## src/rtl/color_tracker_pkg.sv

```systemverilog
// Shared constants for the colour tracker: YUV coefficients, pipeline latency,
// FSM state encoding and a small chroma-distance helper.
package tracker_pkg;

  localparam int COEF_YR = 77;
  localparam int COEF_YG = 150;
  localparam int COEF_YB = 37;
  localparam int COEF_U  = 126;
  localparam int COEF_V  = 225;

  // Also consumed by the overlay stage to align its own delay line.
  localparam int PIPE_LAT = 4;
  localparam int PIX_CW   = 13;

  typedef enum logic [2:0] {
    ST_IDLE,
    ST_ACCUM,
    ST_DRAIN,
    ST_DIV_X,
    ST_DIV_Y,
    ST_DONE
  } state_e;

  // |a-b| for two 9b signed values, evaluated at 10b so it never wraps.
  function automatic logic [9:0] abs_diff9(input logic [8:0] a, input logic [8:0] b);
    logic [9:0] d;
    d = {a[8], a} - {b[8], b};
    return d[9] ? (~d + 10'd1) : d;
  endfunction

endpackage

```

## src/rtl/color_tracker_seq_divider.sv

```systemverilog
// Restoring unsigned divider: one quotient bit per cycle, DVD_W cycles per divide,
// single-cycle done pulse; only the low QUO_W quotient bits are exported.
module seq_divider #(
  parameter int DVD_W = 32,
  parameter int DVS_W = 20,
  parameter int QUO_W = 10
) (
  input  logic             clk,
  input  logic             reset_n,
  input  logic             start_i,
  input  logic [DVD_W-1:0] dividend_i,
  input  logic [DVS_W-1:0] divisor_i,
  output logic             done_o,
  output logic [QUO_W-1:0] quotient_o
);

  localparam int CW = $clog2(DVD_W + 1);

  logic [DVS_W-1:0] rem_q, dvs_q;
  logic [DVD_W-1:0] quo_q;
  logic [CW-1:0]    cnt_q;
  logic             busy_q, done_q;
  logic [DVS_W:0]   rem_sh, trial;

  // Remainder stays below the divisor, so DVS_W+1 bits hold the shifted value.
  assign rem_sh = {rem_q, quo_q[DVD_W-1]};
  assign trial  = rem_sh - {1'b0, dvs_q};

  always_ff @(posedge clk) begin
    if (!reset_n) begin
      rem_q  <= '0;
      dvs_q  <= '0;
      quo_q  <= '0;
      cnt_q  <= '0;
      busy_q <= 1'b0;
      done_q <= 1'b0;
    end else begin
      done_q <= 1'b0;
      if (start_i) begin
        rem_q  <= '0;
        quo_q  <= dividend_i;
        dvs_q  <= divisor_i;
        cnt_q  <= '0;
        busy_q <= 1'b1;
      end else if (busy_q) begin
        if (trial[DVS_W]) begin
          rem_q <= rem_sh[DVS_W-1:0];
          quo_q <= {quo_q[DVD_W-2:0], 1'b0};
        end else begin
          rem_q <= trial[DVS_W-1:0];
          quo_q <= {quo_q[DVD_W-2:0], 1'b1};
        end
        cnt_q <= cnt_q + CW'(1);
        if (cnt_q == CW'(DVD_W - 1)) begin
          busy_q <= 1'b0;
          done_q <= 1'b1;
        end
      end
    end
  end

  assign done_o     = done_q;
  assign quotient_o = quo_q[QUO_W-1:0];

endmodule

```

## src/rtl/color_tracker.sv

```systemverilog
// Colour tracker: RGB->YUV match pipeline, per-frame hit accumulation and centroid.
// Optional bounding-box outputs when COLOR_TRACKER_BBOX_EN is defined.
module color_tracker import tracker_pkg::*; #(
  parameter int COORD_W  = 10,
  parameter int SUM_W    = 32,
  parameter int CNT_W    = 20,
  parameter int MIN_HITS = 16
) (
  input  logic                clk,
  input  logic                reset_n,
  input  logic [7:0]          raw_R,
  input  logic [7:0]          raw_G,
  input  logic [7:0]          raw_B,
  input  logic [PIX_CW-1:0]   row,
  input  logic [PIX_CW-1:0]   col,
  input  logic                pix_valid,
  input  logic                frame_start,
  input  logic                frame_end,
  input  logic [7:0]          ref_Y,
  input  logic signed [8:0]   ref_U,
  input  logic signed [8:0]   ref_V,
  input  logic [7:0]          uv_tol,
  input  logic [7:0]          y_min,
  output logic                mask,
  output logic                mask_valid,
  output logic [PIX_CW-1:0]   mask_row,
  output logic [PIX_CW-1:0]   mask_col,
  output logic [COORD_W-1:0]  cen_row,
  output logic [COORD_W-1:0]  cen_col,
  output logic                found,
  output logic                result_valid
`ifdef COLOR_TRACKER_BBOX_EN
  ,
  output logic [COORD_W-1:0]  bb_rmin,
  output logic [COORD_W-1:0]  bb_rmax,
  output logic [COORD_W-1:0]  bb_cmin,
  output logic [COORD_W-1:0]  bb_cmax
`endif
);

  // Reference luma belongs to the calibration interface; matching uses chroma + y_min.
  logic unused_ref_y;
  assign unused_ref_y = ^ref_Y;

  logic [PIPE_LAT:1]                  vld_pipe_q;
  logic [PIPE_LAT-1:0][PIX_CW-1:0]    row_pipe_q, col_pipe_q;
  logic [14:0]                        pr_q;
  logic [15:0]                        pg_q;
  logic [13:0]                        pb_q;
  logic [7:0]                         r1_q, b1_q, y2_q, y3_q, y_s2;
  logic signed [8:0]                  db2_q, dr2_q, u3_q, v3_q;
  logic                               mask_q, s4_hit;

  assign y_s2   = 8'((17'(pr_q) + 17'(pg_q) + 17'(pb_q)) >> 8);
  assign s4_hit = vld_pipe_q[PIPE_LAT-1] && (y3_q >= y_min)
                  && (abs_diff9(u3_q, ref_U) <= {2'b00, uv_tol})
                  && (abs_diff9(v3_q, ref_V) <= {2'b00, uv_tol});

  always_ff @(posedge clk) begin
    if (!reset_n) begin
      vld_pipe_q <= '0;
      row_pipe_q <= '0;
      col_pipe_q <= '0;
      pr_q <= '0; pg_q <= '0; pb_q <= '0;
      r1_q <= '0; b1_q <= '0;
      y2_q <= '0; y3_q <= '0;
      db2_q <= '0; dr2_q <= '0;
      u3_q <= '0; v3_q <= '0;
      mask_q <= 1'b0;
    end else begin
      vld_pipe_q <= {vld_pipe_q[PIPE_LAT-1:1], pix_valid};
      row_pipe_q <= {row_pipe_q[PIPE_LAT-2:0], row};
      col_pipe_q <= {col_pipe_q[PIPE_LAT-2:0], col};
      pr_q  <= 15'(raw_R) * 15'(COEF_YR);
      pg_q  <= 16'(raw_G) * 16'(COEF_YG);
      pb_q  <= 14'(raw_B) * 14'(COEF_YB);
      r1_q  <= raw_R;
      b1_q  <= raw_B;
      y2_q  <= y_s2;
      db2_q <= $signed({1'b0, b1_q}) - $signed({1'b0, y_s2});
      dr2_q <= $signed({1'b0, r1_q}) - $signed({1'b0, y_s2});
      y3_q  <= y2_q;
      u3_q  <= 9'((18'(db2_q) * 18'(COEF_U)) >>> 8);
      v3_q  <= 9'((18'(dr2_q) * 18'(COEF_V)) >>> 8);
      mask_q <= s4_hit;
    end
  end

  // Frame accumulation and centroid FSM.
  state_e               state_q, state_d;
  logic [1:0]           drain_q, drain_d;
  logic                 hit_ok_q, hit_ok_d;
  logic [COORD_W-1:0]   cx_q, cx_d, cy_q, cy_d;
  logic [CNT_W-1:0]     count_q, count_d;
  logic [SUM_W-1:0]     sum_r_q, sum_r_d, sum_c_q, sum_c_d;
  logic [COORD_W-1:0]   cen_row_q, cen_col_q;
  logic                 found_q, result_valid_q;
  logic                 div_start, div_done;
  logic [SUM_W-1:0]     div_dvd;
  logic [COORD_W-1:0]   div_quo;
  logic                 acc_hit, acc_clr;
  logic [COORD_W-1:0]   hit_r, hit_c;
  logic [CNT_W:0]       cnt_inc;
  logic [SUM_W:0]       sr_inc, sc_inc;

  assign hit_r   = row_pipe_q[PIPE_LAT-1][COORD_W-1:0];
  assign hit_c   = col_pipe_q[PIPE_LAT-1][COORD_W-1:0];
  assign acc_hit = (state_q == ST_ACCUM || state_q == ST_DRAIN) && mask_q && vld_pipe_q[PIPE_LAT];
  assign acc_clr = (state_d == ST_ACCUM) && (state_q != ST_ACCUM);
  assign cnt_inc = {1'b0, count_q} + (CNT_W+1)'(1);
  assign sr_inc  = {1'b0, sum_r_q} + (SUM_W+1)'(hit_r);
  assign sc_inc  = {1'b0, sum_c_q} + (SUM_W+1)'(hit_c);

  always_comb begin
    state_d   = state_q;
    drain_d   = drain_q;
    hit_ok_d  = hit_ok_q;
    cx_d      = cx_q;
    cy_d      = cy_q;
    div_start = 1'b0;
    div_dvd   = sum_c_q;
    case (state_q)
      ST_IDLE:  if (frame_start) state_d = ST_ACCUM;
      ST_ACCUM: if (frame_end) begin
        state_d = ST_DRAIN;
        drain_d = '0;
      end
      ST_DRAIN: begin
        drain_d = drain_q + 2'd1;
        if (drain_q == 2'(PIPE_LAT - 1)) begin
          if (count_q >= CNT_W'(MIN_HITS)) begin
            state_d   = ST_DIV_X;
            hit_ok_d  = 1'b1;
            div_start = 1'b1;
          end else begin
            state_d  = ST_DONE;
            hit_ok_d = 1'b0;
          end
        end
      end
      ST_DIV_X: if (div_done) begin
        cx_d      = div_quo;
        div_start = 1'b1;
        div_dvd   = sum_r_q;
        state_d   = ST_DIV_Y;
      end
      ST_DIV_Y: if (div_done) begin
        cy_d    = div_quo;
        state_d = ST_DONE;
      end
      ST_DONE:  state_d = frame_start ? ST_ACCUM : ST_IDLE;
      default:  state_d = ST_IDLE;
    endcase
  end

  always_comb begin
    count_d = count_q;
    sum_r_d = sum_r_q;
    sum_c_d = sum_c_q;
    if (acc_clr) begin
      count_d = '0;
      sum_r_d = '0;
      sum_c_d = '0;
    end else if (acc_hit) begin
      count_d = cnt_inc[CNT_W] ? '1 : cnt_inc[CNT_W-1:0];
      sum_r_d = sr_inc[SUM_W]  ? '1 : sr_inc[SUM_W-1:0];
      sum_c_d = sc_inc[SUM_W]  ? '1 : sc_inc[SUM_W-1:0];
    end
  end

  always_ff @(posedge clk) begin
    if (!reset_n) begin
      state_q        <= ST_IDLE;
      drain_q        <= '0;
      hit_ok_q       <= 1'b0;
      cx_q           <= '0;
      cy_q           <= '0;
      count_q        <= '0;
      sum_r_q        <= '0;
      sum_c_q        <= '0;
      cen_row_q      <= '0;
      cen_col_q      <= '0;
      found_q        <= 1'b0;
      result_valid_q <= 1'b0;
    end else begin
      state_q        <= state_d;
      drain_q        <= drain_d;
      hit_ok_q       <= hit_ok_d;
      cx_q           <= cx_d;
      cy_q           <= cy_d;
      count_q        <= count_d;
      sum_r_q        <= sum_r_d;
      sum_c_q        <= sum_c_d;
      result_valid_q <= (state_q == ST_DONE);
      if (state_q == ST_DONE) begin
        found_q <= hit_ok_q;
        if (hit_ok_q) begin
          cen_row_q <= cy_q;
          cen_col_q <= cx_q;
        end
      end
    end
  end

  seq_divider #(.DVD_W(SUM_W), .DVS_W(CNT_W), .QUO_W(COORD_W)) u_div (
    .clk        (clk),
    .reset_n    (reset_n),
    .start_i    (div_start),
    .dividend_i (div_dvd),
    .divisor_i  (count_q),
    .done_o     (div_done),
    .quotient_o (div_quo)
  );

`ifdef COLOR_TRACKER_BBOX_EN
  logic [COORD_W-1:0] rmin_q, rmax_q, cmin_q, cmax_q;
  logic [COORD_W-1:0] bb_rmin_q, bb_rmax_q, bb_cmin_q, bb_cmax_q;

  always_ff @(posedge clk) begin
    if (!reset_n) begin
      rmin_q <= '0; rmax_q <= '0; cmin_q <= '0; cmax_q <= '0;
      bb_rmin_q <= '0; bb_rmax_q <= '0; bb_cmin_q <= '0; bb_cmax_q <= '0;
    end else begin
      if (acc_clr) begin
        rmin_q <= '1; rmax_q <= '0;
        cmin_q <= '1; cmax_q <= '0;
      end else if (acc_hit) begin
        if (hit_r < rmin_q) rmin_q <= hit_r;
        if (hit_r > rmax_q) rmax_q <= hit_r;
        if (hit_c < cmin_q) cmin_q <= hit_c;
        if (hit_c > cmax_q) cmax_q <= hit_c;
      end
      if (state_q == ST_DONE && hit_ok_q) begin
        bb_rmin_q <= rmin_q; bb_rmax_q <= rmax_q;
        bb_cmin_q <= cmin_q; bb_cmax_q <= cmax_q;
      end
    end
  end

  assign bb_rmin = bb_rmin_q;
  assign bb_rmax = bb_rmax_q;
  assign bb_cmin = bb_cmin_q;
  assign bb_cmax = bb_cmax_q;
`endif

  assign mask         = mask_q;
  assign mask_valid   = vld_pipe_q[PIPE_LAT];
  assign mask_row     = row_pipe_q[PIPE_LAT-1];
  assign mask_col     = col_pipe_q[PIPE_LAT-1];
  assign cen_row      = cen_row_q;
  assign cen_col      = cen_col_q;
  assign found        = found_q;
  assign result_valid = result_valid_q;

endmodule

```

## config.mk

```make
export PLATFORM = sky130hd
export DESIGN_NAME = color_tracker
export DESIGN_NICKNAME = d
export VERILOG_FILES = /design/src/rtl/color_tracker_pkg.sv /design/src/rtl/color_tracker_seq_divider.sv /design/src/rtl/color_tracker.sv
export SDC_FILE = /design/constraint.sdc
export NUM_CORES = 1
export LEC_CHECK = 0
export CELL_PAD_IN_SITES_DETAIL_PLACEMENT = 1
export CELL_PAD_IN_SITES_GLOBAL_PLACEMENT = 1
export CORE_MARGIN = 1.5
export CORE_UTILIZATION = 50
export CTS_CLUSTER_SIZE = 40
export DETAILED_ROUTE_END_ITERATION = 10
export GPL_TIMING_DRIVEN = 0
export PLACE_DENSITY = 0.95
export SETUP_SLACK_MARGIN = 0.05
export SYNTH_ARGS = -nofsm -noshare
export SYNTH_HDL_FRONTEND = slang
export SYNTH_SLANG_ARGS = --single-unit
export TNS_END_PERCENT = 50
```

## constraint.sdc

```tcl
create_clock -name clk -period 6.97 [get_ports clk]
set_input_delay 2.091 -clock clk [delete_from_list [all_inputs] [get_ports clk]]
set_output_delay 2.091 -clock clk [all_outputs]
set_load 0.01 [all_outputs]
```

==> flow_summary.yaml, run 1 <==
route:
  vias: 22680
  wl_um: 94650
  vias_per_cell: 6.226
  wl_per_cell_um: 25.98
  firstDrtPassIters: 5
  drtIter0Drc: 1978
  detail-route-antenna-nets: 0
  drc: 0
floorplan:
  core_um2: 48750
  start_util_pct: 50.38
  io_pins: 147
  die_x_um: 224.6
  die-area_um2: 50450
  rows: 81
  die_h_um: 224.6
timing:
  fin_setup_tns_ns: 0
  finClkSkew_ns: 0.04332
  tightestPinTransition_ns: 1.131
  period_needed_ns: 6.427
  drv_slew: 0
  min_period_over_period_pct: 92.20
  rsz0062_at_grt: "no"
  hold_viol_final: 0
  relSlewSlack_pct: 24.35
  setup_violations: 0
  fmax_mhz: 155.6
pwr:
  p_sw_mw: 6.058
  leakagePower_nw: 12.39
  power_frac_clock_pct: 21.1
  switching_share_pct: 44.89
  power_density_nw_per_um2: 473.8
  ir_worst_vdd_uv: 490.4
  p_comb_share_pct: 57.4
  total_power_mw: 13.49
  p_seq_share_pct: 21.5
  power.internal_mw: 7.437
clock_network:
  post_cts_buffers: 0
  cts_tree: "done"
  cts_resized: 0
  cts_buffers: 47
  ctsRootBufferMaster: "clkbuf_16"
  clk_latency_ns: 0.66
  cts_sinks: 429
  clk_path_buf_depth: 3
  path_clk_slew_ns: 0.07
  htreeDepth: 2
  cts_hold_buf: 0
worst_setup_path:
  regToRegSetupSlack_ns: 1.46
  r2r-end: "u3_q[8]"
  crit_fanout: 3
  r2r_start: "db2_q[6]"
  arrival_ns: 6.92
  cp-start-kind: "primary input"
  ff2ff_path_depth: 14
  crit_required_ns: 7.46
  cp-end-kind: "flip-flop"
  critPathKind: "in -> reg"
logic_synthesis:
  yosysSeqAreaShare_pct: 34.97
  syn_avg_cell_area_um2: 8.910
  ys_top_cells_by_area: "dfxtp_1 (35%), ha_1 (14%), fa_1 (6.5%), a21oi_1 (4.8%), inv_1 (4.2%)"
  synth_top_cell_by_area: "dfxtp_1"
  synth_top_area_share_pct: 34.97
  synth_ff_type: "dfxtp_1"
  syn_area_um2: 24560
  ys_types: 71
  yosysWarnings: 0
  synthArstFlopShare_pct: 0
  syn_nets: 3204
  yosys_register_bits: 429
  synth_cells: 2756
  synth_edf_count: 0
layout:
  stdcell_count: 3643
  drive_above_1_share_pct: 4.701
  nFillCells: 5529
  fin_nets: 3391
  utilization_pct: 58.43
  seq_area_um2: 8588
  synthToLayoutAreaGrowth_pct: 15.98
  multiInputGateArea_um2: 14360
worst_hold_path:
  holdPathStages: 1
  hold_end: "col_pipe_q[26]"
  hp-start: "col_pipe_q[13]"
  min_path_type: "reg -> reg"
outcome:
  outcome: "completed"
place:
  dp_hpwl_um: 61610
  dp.cells: 3558
  gp_congestion: 0.8941
  portBuffers: 138
global_routing:
  grtUsageTotal_pct: 37.48
  grt_pass1_wl_um: 146800
  grt_pass1_vias: 25580
  antenna_found_initial: 2
  grt_max_degree: 15
  grt_overflow: 0
job:
  maxCapViolations: 0
power groups by stage:
stage	logic (mW)	registers (mW)	clock network [mW]
2_1_floorplan	4.88	2.86	0
3_3_place_gp	5.79	2.90	0
3_5_place_dp	6.83	2.93	0
4_1_cts	7.53	2.89	2.83
5_1_grt	8.26	2.91	2.93
6_report	7.75	2.90	2.84
metrics by stage:
stage	hold WS, ns	setup slack, ns	cell area (µm²)
global placement	0.4134	0.4794	26770
CTS	0.4342	0.6497	28480
finish	0.4312	0.5434	28480
global route	0.4509	0.3737	28480
detailed placement	0.4214	0.2827	26770
floorplan	0.4119	1.560	24560
layout make-up:
cell class | count | share of cell area (%)
Buffer | 123 | 2.034
Timing Repair Buffer | 138 | 4.850
Antenna cell | 1 | 0.008786
Clock buffer | 57 | 4.547
Clock inverter | 27 | 1.458
Tap cell | 664 | 2.917
Sequential cell | 429 | 30.15
Inverter | 275 | 3.624
Multi-Input combinational cell | 1929 | 50.41
routing by layer:
| metal | track usage (%) | wire [µm] |
|---|---|---|
| met5 | 0 | 29 |
| met4 | 26.43 | 7091 |
| met3 | 9.693 | 7179 |
| met2 | 65.24 | 46400 |
| met1 | 39.50 | 33950 |
state kept, by name (all words and copies together), names as in the netlist, 10 cells and up:
signal,count
pr_q,15
mask_row,13
pg_q,15
sum_c_q,32
cx_q,10
mask_col,13
u_div.dvs_q,20
pb_q,14
count_q,20
u_div.quo_q,32
cy_q,10
col_pipe_q,39
sum_r_q,32
u_div.rem_q,20
cen_row,10
cen_col,10
row_pipe_q,39
synthesized netlist by cell type (5+ instances only):
library cell  number
dfxtp_1          429
inv_1            274
ha_1             271
nand2_1          259
a21oi_1          237
nor2_1           184
and2_1           153
xnor2_1          103
clkbuf_1          87
fa_1              80
o21ai_0           71
mux2i_1           58
xor2_1            54
nor3_1            51
nand3_1           44
o211ai_1          37
buf_4             27
nor2b_1           27
a21o_1            26
and3_1            24
o21bai_1          21
o221a_2           20
nand4_1           18
and4_1            17
nand2b_1          17
o21a_1            15
a211oi_1          13
a31oi_1           11
nor4_1            11
or3_1             10
nor3b_1            9
buf_1              8
or2_2              7
o31a_1             6
a21boi_0           5
o2111ai_1          5
o21ai_1            5
kinds of logic (layout without fill, tap and decap cells):
family	Yosys count	in the layout	share of synthesized area [%]
AO/OA/AOI/OAI	516	516	13.16
XOR/XNOR	157	157	5.599
adder cells (fa/ha/maj)	353	353	20.41
buffers and inverters	398	620	6.562
flip-flops	429	429	34.97
multiplexers	60	60	2.456
other	0	1	0
AND/OR/NAND/NOR	843	843	16.84
critical path: stages:
cell and delay, ns:
clkdlybuf4s50_1 0.41, ha_1 0.24, fa_1 0.43, nor2b_1 0.15
o21ai_0 0.11, a21boi_0 0.37, nor2_1 0.20, a311o_1 0.38
or2_2 0.32, inv_1 0.07, a21oi_1 0.07, xor2_1 0.15
ha_1 0.31, nand2_1 0.08, nor3_1 0.41, o221ai_1 0.23
nor3_1 0.24, nand3_1 0.11, nor4bb_1 0.53
how the worst max path moves through the flow:
stage | from | slack (ns) | end
2_1_floorplan | ref_V[1] | 1.56 | mask
3_3_place_gp | ref_U[0] | 0.48 | mask
3_5_place_dp | ref_V[1] | 0.28 | mask
4_1_cts | ref_V[1] | 0.65 | mask
5_1_grt | ref_V[1] | 0.37 | mask
6_report | ref_U[0] | 0.54 | mask
placed cells by master (no fill, tap or decap), drive strengths merged, types with 6 or more instances in the layout:
master | netlist | final
o21bai | 21 | 21
and4 | 17 | 17
buf | 36 | 36
and2 | 153 | 153
nand3 | 45 | 45
o211ai | 37 | 37
a21oi | 237 | 237
nand4 | 18 | 18
nand2b | 17 | 17
ha | 271 | 271
o31a | 6 | 6
bufinv | 0 | 9
nor4 | 11 | 11
clkinv | 1 | 12
o21a | 15 | 15
dfxtp | 429 | 429
fa | 80 | 80
a211oi | 13 | 13
clkdlybuf4s50 | 0 | 138
nand2 | 259 | 259
or3 | 10 | 10
nor2b | 27 | 27
and3 | 24 | 24
o221a | 20 | 20
nor3b | 9 | 9
or2 | 8 | 8
a21o | 26 | 26
xor2 | 54 | 54
nor2 | 184 | 184
xnor2 | 103 | 103
clkbuf | 87 | 144
mux2i | 58 | 58
a31oi | 11 | 11
o21ai | 76 | 76
inv | 274 | 275
nor3 | 51 | 51
clkinvlp | 0 | 6
Power figures use the tool's default switching activity.
==> run 2: changes to the inputs <==
- CORE_UTILIZATION: 50 -> 47
- PLACE_DENSITY: 0.95 -> 0.9
- clock period: 6.97 -> 7.25 ns (I/O delays scaled with it)
==> flow_summary.yaml, run 2 (synthesis results as in run 1) <==
place:
  portBuffers: 138
  dp_hpwl_um: 57000
  gp_congestion: 0.8799
  dpl-instance-area_um2: 26790
timing:
  fin_setup_tns_ns: 0
  rsz0062_at_grt: "no"
  drv_slew: 0
  setup_violations: 0
  relSlewSlack_pct: 16.43
  hold_viol_final: 0
  period_needed_ns: 6.148
  fmax_mhz: 162.7
  tightestPinTransition_ns: 1.254
  finClkSkew_ns: 0.03819
  min_period_over_period_pct: 84.79
route:
  firstDrtPassIters: 5
  vias_per_cell: 5.699
  detail-route-antenna-nets: 0
  vias: 20880
  drc: 0
  drtIter0Drc: 1154
  wl_um: 78020
  wl_per_cell_um: 21.30
global_routing:
  grt_max_degree: 15
  antenna_found_initial: 2
  grt_pass1_vias: 23400
  grt_overflow: 0
  grtUsageTotal_pct: 29.07
  grt_pass1_wl_um: 123400
clock_network:
  post_cts_buffers: 0
  clk_path_buf_depth: 3
  cts_hold_buf: 0
  htreeDepth: 2
  clk_latency_ns: 0.63
  cts_buffers: 48
  cts_sinks: 429
  cts_resized: 0
  cts_tree: "done"
  path_clk_slew_ns: 0.06
  ctsRootBufferMaster: "clkbuf_16"
floorplan:
  start_util_pct: 47.68
  die_h_um: 231.6
  die-area_um2: 53630
  io_pins: 147
  die_x_um: 231.6
  rows: 83
  core_um2: 51510
worst_setup_path:
  critPathMaxStageDelay_ns: 0.50
  cp-start-kind: "primary input"
  critPathLaunch: "ref_V[1]"
  slowest_stage: "o21ai_1"
  cp_cell_sequence: "clkdlybuf4s50_1 -> inv_1 -> ha_1 -> nor2b_1 -> o21ai_0 -> a21boi_0 -> o31a_1 -> o22ai_1 -> o21ai_1 -> mux2_2 -> ha_1 -> nor2b_1 -> o21a_1 -> o21ai_0 -> nand2b_1 -> a21oi_1 -> nor2b_1 -> o2111ai_1 -> nand3_1 -> nor4bb_1"
  r2r-end: "u3_q[8]"
  critPathKind: "in -> reg"
  arrival_ns: 6.59
  crit_fanout: 9
  regToRegSetupSlack_ns: 1.88
  cp-end-kind: "flip-flop"
  crit_required_ns: 7.69
  r2r_start: "db2_q[6]"
  crit_path_frequent_cell: "nor2b_1"
  ff2ff_path_depth: 14
worst_hold_path:
  hold_end: "y3_q[3]"
  min_path_type: "reg -> reg"
  hp-start: "y2_q[3]"
  holdPathStages: 1
pwr:
  power_density_nw_per_um2: 421.9
  leakagePower_nw: 12.40
  ir_worst_vdd_uv: 381.6
layout:
  drive_above_1_share_pct: 4.698
  fin_area_um2: 28490
  top_regs: "col_pipe_q: 39 flops, row_pipe_q: 39 flops"
  final_cell_mix: "dfxtp_1 (429), inv_1 (274), ha_1 (271)"
  fin_nets: 3392
  synthToLayoutAreaGrowth_pct: 16.02
  nFillCells: 5983
  final_common_cell: "dfxtp_1"
job:
  maxCapViolations: 0
outcome:
  outcome: "completed"
==> run 2: cell types whose count changed in the layout (fill, tap and decap cells not counted) <==
cell and change:
clkinv_16 +1, bufinv_16 -4, clkbuf_1 +2, inv_16 -1, clkinvlp_4 -6, clkinv_4 +1
inv_6 +2, clkinv_2 -1, clkbuf_8 +8, diode_2 +2
==> run 2: how the worst max path moves through the flow <==
stage | to
CTS | mask
floorplan | mask
global route | mask
detailed placement | mask
finish | mask
global placement | mask
==> run 2: worst max-delay path, delay by kind of cell <==
kind / cells / cell delay, ns
AND/OR/NAND/NOR: 6 / 0.97
buffers and inverters: 2 / 0.53
multiplexers: 1 / 0.41
adder cells (fa/ha/maj): 2 / 0.56
AO/OA/AOI/OAI: 9 / 1.93
==> run 2: through the flow <==
step	instances	hold WS [ns]	power (mW)	util [%]	setup WS, ns
after floorplan	2756	0.4119	7.442	-	1.756
after global placement	3574	0.4143	8.400	52.01	0.7237
after detailed placement	3574	0.4204	9.197	52.01	0.4393
after CTS	3660	0.4369	11.99	55.30	1.028
after global routing	3660	0.4453	12.87	55.30	0.6931
final	3663	0.4334	12.02	55.31	1.102
==> run 2: per-layer routing <==
metal / wire length, µm / part of all wire (%) / vias up / GRT usage [%]
li1: - / - / 9660 / -
met4: 3490 / 4.5 / 0 / 13.94
met5: 0 / 0 / - / 0
met2: 40000 / 51 / 623 / 54.00
met1: 30340 / 39 / 10330 / 31.68
met3: 4179 / 5.4 / 264 / 5.229
==> run 2: final cells by class <==
class                   instances  area, µm²  share of cell area [%]
diodes                          3      7.507                 0.02635
plain buffers                 123      579.3                   2.033
well taps                     680      850.8                   2.986
flip-flops and latches        429       8588                   30.14
clock buffers                  67       1413                   4.958
multi-input cells            1929      14360                   50.39
inverters                     275       1032                   3.623
repair buffers                138       1381                   4.848
clock inverters                19      281.5                  0.9881
==> run 2: report_power, final <==
part	internal, mW	switching (mW)
Clock	1.55	1.06
Combinational	2.82	3.83
Sequential	2.60	0.165
Total	6.96	5.06
==> run 3: changes to the inputs <==
- clock period: 7.25 -> 5.7 ns (I/O delays scaled with it)
==> flow_summary.yaml, run 3 (synthesis results as in run 1) <==
job:
  maxCapViolations: 0
timing:
  whs_ns: 0.4330
  period_needed_ns: 5.380
  tightestPinTransition_ns: 1.242
  fmax_mhz: 185.9
  rsz0062_at_grt: "no"
  fin_setup_tns_ns: 0
  min_period_over_period_pct: 94.39
  setup_violations: 0
  relSlewSlack_pct: 16.90
  drv_slew: 0
  finClkSkew_ns: 0.03658
  hold_viol_final: 0
global_routing:
  grt_pass1_vias: 23400
  grt_util_met1_pct: 31.68
  antenna_found_initial: 2
  top_usage_layer: "met2"
  use_met2_pct: 54.00
  grtUsageMet3_pct: 5.229
  grt_max_degree: 15
  grt_overflow: 0
  grt_pass1_wl_um: 123400
  grtUsageTotal_pct: 29.07
clock_network:
  cts_sinks: 429
  clk_latency_ns: 0.63
  post_cts_buffers: 0
  cts_buffers: 48
  htreeDepth: 2
  cts_tree: "done"
  path_clk_slew_ns: 0.06
  clk_path_buf_depth: 3
  ctsRootBufferMaster: "clkbuf_16"
worst_setup_path:
  regToRegSetupSlack_ns: 0.34
  r2r-end: "u3_q[8]"
  cp-start-kind: "primary input"
  crit_fanout: 9
  r2r_start: "db2_q[6]"
  crit_required_ns: 6.18
  crit_path_frequent_cell: "nor2b_1"
  critPathKind: "in -> reg"
  arrival_ns: 5.86
  crit_buf_inv: 2
  ff2ff_path_depth: 14
  crit_family: "compound AO/OA/AOI/OAI gates"
  cp-end-kind: "flip-flop"
  cp_cell_sequence: "clkdlybuf4s50_1 -> inv_1 -> ha_1 -> nor2b_1 -> o21ai_0 -> a21boi_0 -> o31a_1 -> o22ai_1 -> o21ai_2 -> mux2_2 -> ha_1 -> nor2b_1 -> o21a_1 -> o21ai_0 -> nand2b_1 -> a21oi_1 -> nor2b_1 -> o2111ai_1 -> nand3_1 -> nor4bb_4"
  slowest_stage: "clkdlybuf4s50_1"
  critPathMaxStageDelay_ns: 0.46
place:
  portBuffers: 138
  gp_congestion: 0.8799
  dp.cells: 3574
  dp_hpwl_um: 57000
route:
  vias_per_cell: 5.703
  wl_um: 77960
  detail-route-antenna-nets: 0
  wl_per_cell_um: 21.29
  drtIter0Drc: 1233
  vias: 20880
  firstDrtPassIters: 5
  drc: 0
layout:
  stdcell_count: 3662
  utilization_pct: 55.38
  fin_nets: 3392
  synthToLayoutAreaGrowth_pct: 16.16
  drive_above_1_share_pct: 4.899
  final_cell_mix: "dfxtp_1 (429), inv_1 (274), ha_1 (271)"
  final_common_cell: "dfxtp_1"
  top_regs: "col_pipe_q: 39 flops, row_pipe_q: 39 flops"
outcome:
  outcome: "completed"
pwr:
  leakagePower_nw: 12.41
  power_density_nw_per_um2: 536.9
  total_power_mw: 15.31
  ir_worst_vdd_uv: 486.8
worst_hold_path:
  min_path_type: "reg -> reg"
  hold_end: "y3_q[3]"
  hp-start: "y2_q[3]"
  holdPathStages: 1
floorplan:
  die_h_um: 231.6
  die_x_um: 231.6
  core_um2: 51510
  io_pins: 147
  die-area_um2: 53630
  start_util_pct: 47.68
  rows: 83
-- run 3: worst max-delay path by stage --
| stage | startpoint | endpoint | slack (ns) | cells past startpoint |
|---|---|---|---|---|
| 2_1_floorplan | ref_V[1] | mask | 0.67 | 19 |
| 3_3_place_gp | ref_V[1] | mask | -0.36 | 20 |
| 3_5_place_dp | ref_V[1] | mask | -0.65 | 20 |
| 4_1_cts | ref_U[0] | mask | 0.05 | 19 |
| 5_1_grt | ref_V[1] | mask | 0.08 | 20 |
| 6_report | ref_V[1] | mask | 0.32 | 20 |
-- run 3: final cells by class --
| cell class | instances | area (µm²) |
|---|---|---|
| sequential | 429 | 8588 |
| inverter | 275 | 1032 |
| buffer | 123 | 579.3 |
| multi-input combinational | 1929 | 14390 |
| fill | 5977 | 22980 |
| clock inverter | 19 | 281.5 |
| antenna | 2 | 5.005 |
| timing repair buffer | 138 | 1381 |
| tap | 680 | 850.8 |
| clock buffer | 67 | 1413 |
-- run 3: through the flow --
step / area, µm² / worst slack (ns)
after floorplan: 24560 / 0.6711
after global placement: 26790 / -0.3613
after detailed placement: 26790 / -0.6457
after CTS: 28490 / 0.05015
after global routing: 28520 / 0.08419
final: 28520 / 0.3195
-- run 3: metal layers --
metal | wire [µm] | vias up
met5 | 0 | -
met4 | 3478 | 0
met3 | 4177 | 261
met2 | 40010 | 645
met1 | 30290 | 10330
li1 | - | 9653
-- run 3: repair_timing --
item,CTS,global route
pin swaps,0,3
gates cloned,0,0
resized for setup,1,7
setup endpoints to repair,1,1
hold buffers,0,0
-- run 3: where the power goes --
group	internal [mW]	leakage (nW)	total [mW]	switching (mW)
sequential	3.31	3.50	3.52	0.210
combinational	3.60	8.07	8.49	4.89
clock	1.97	0.840	3.31	1.34
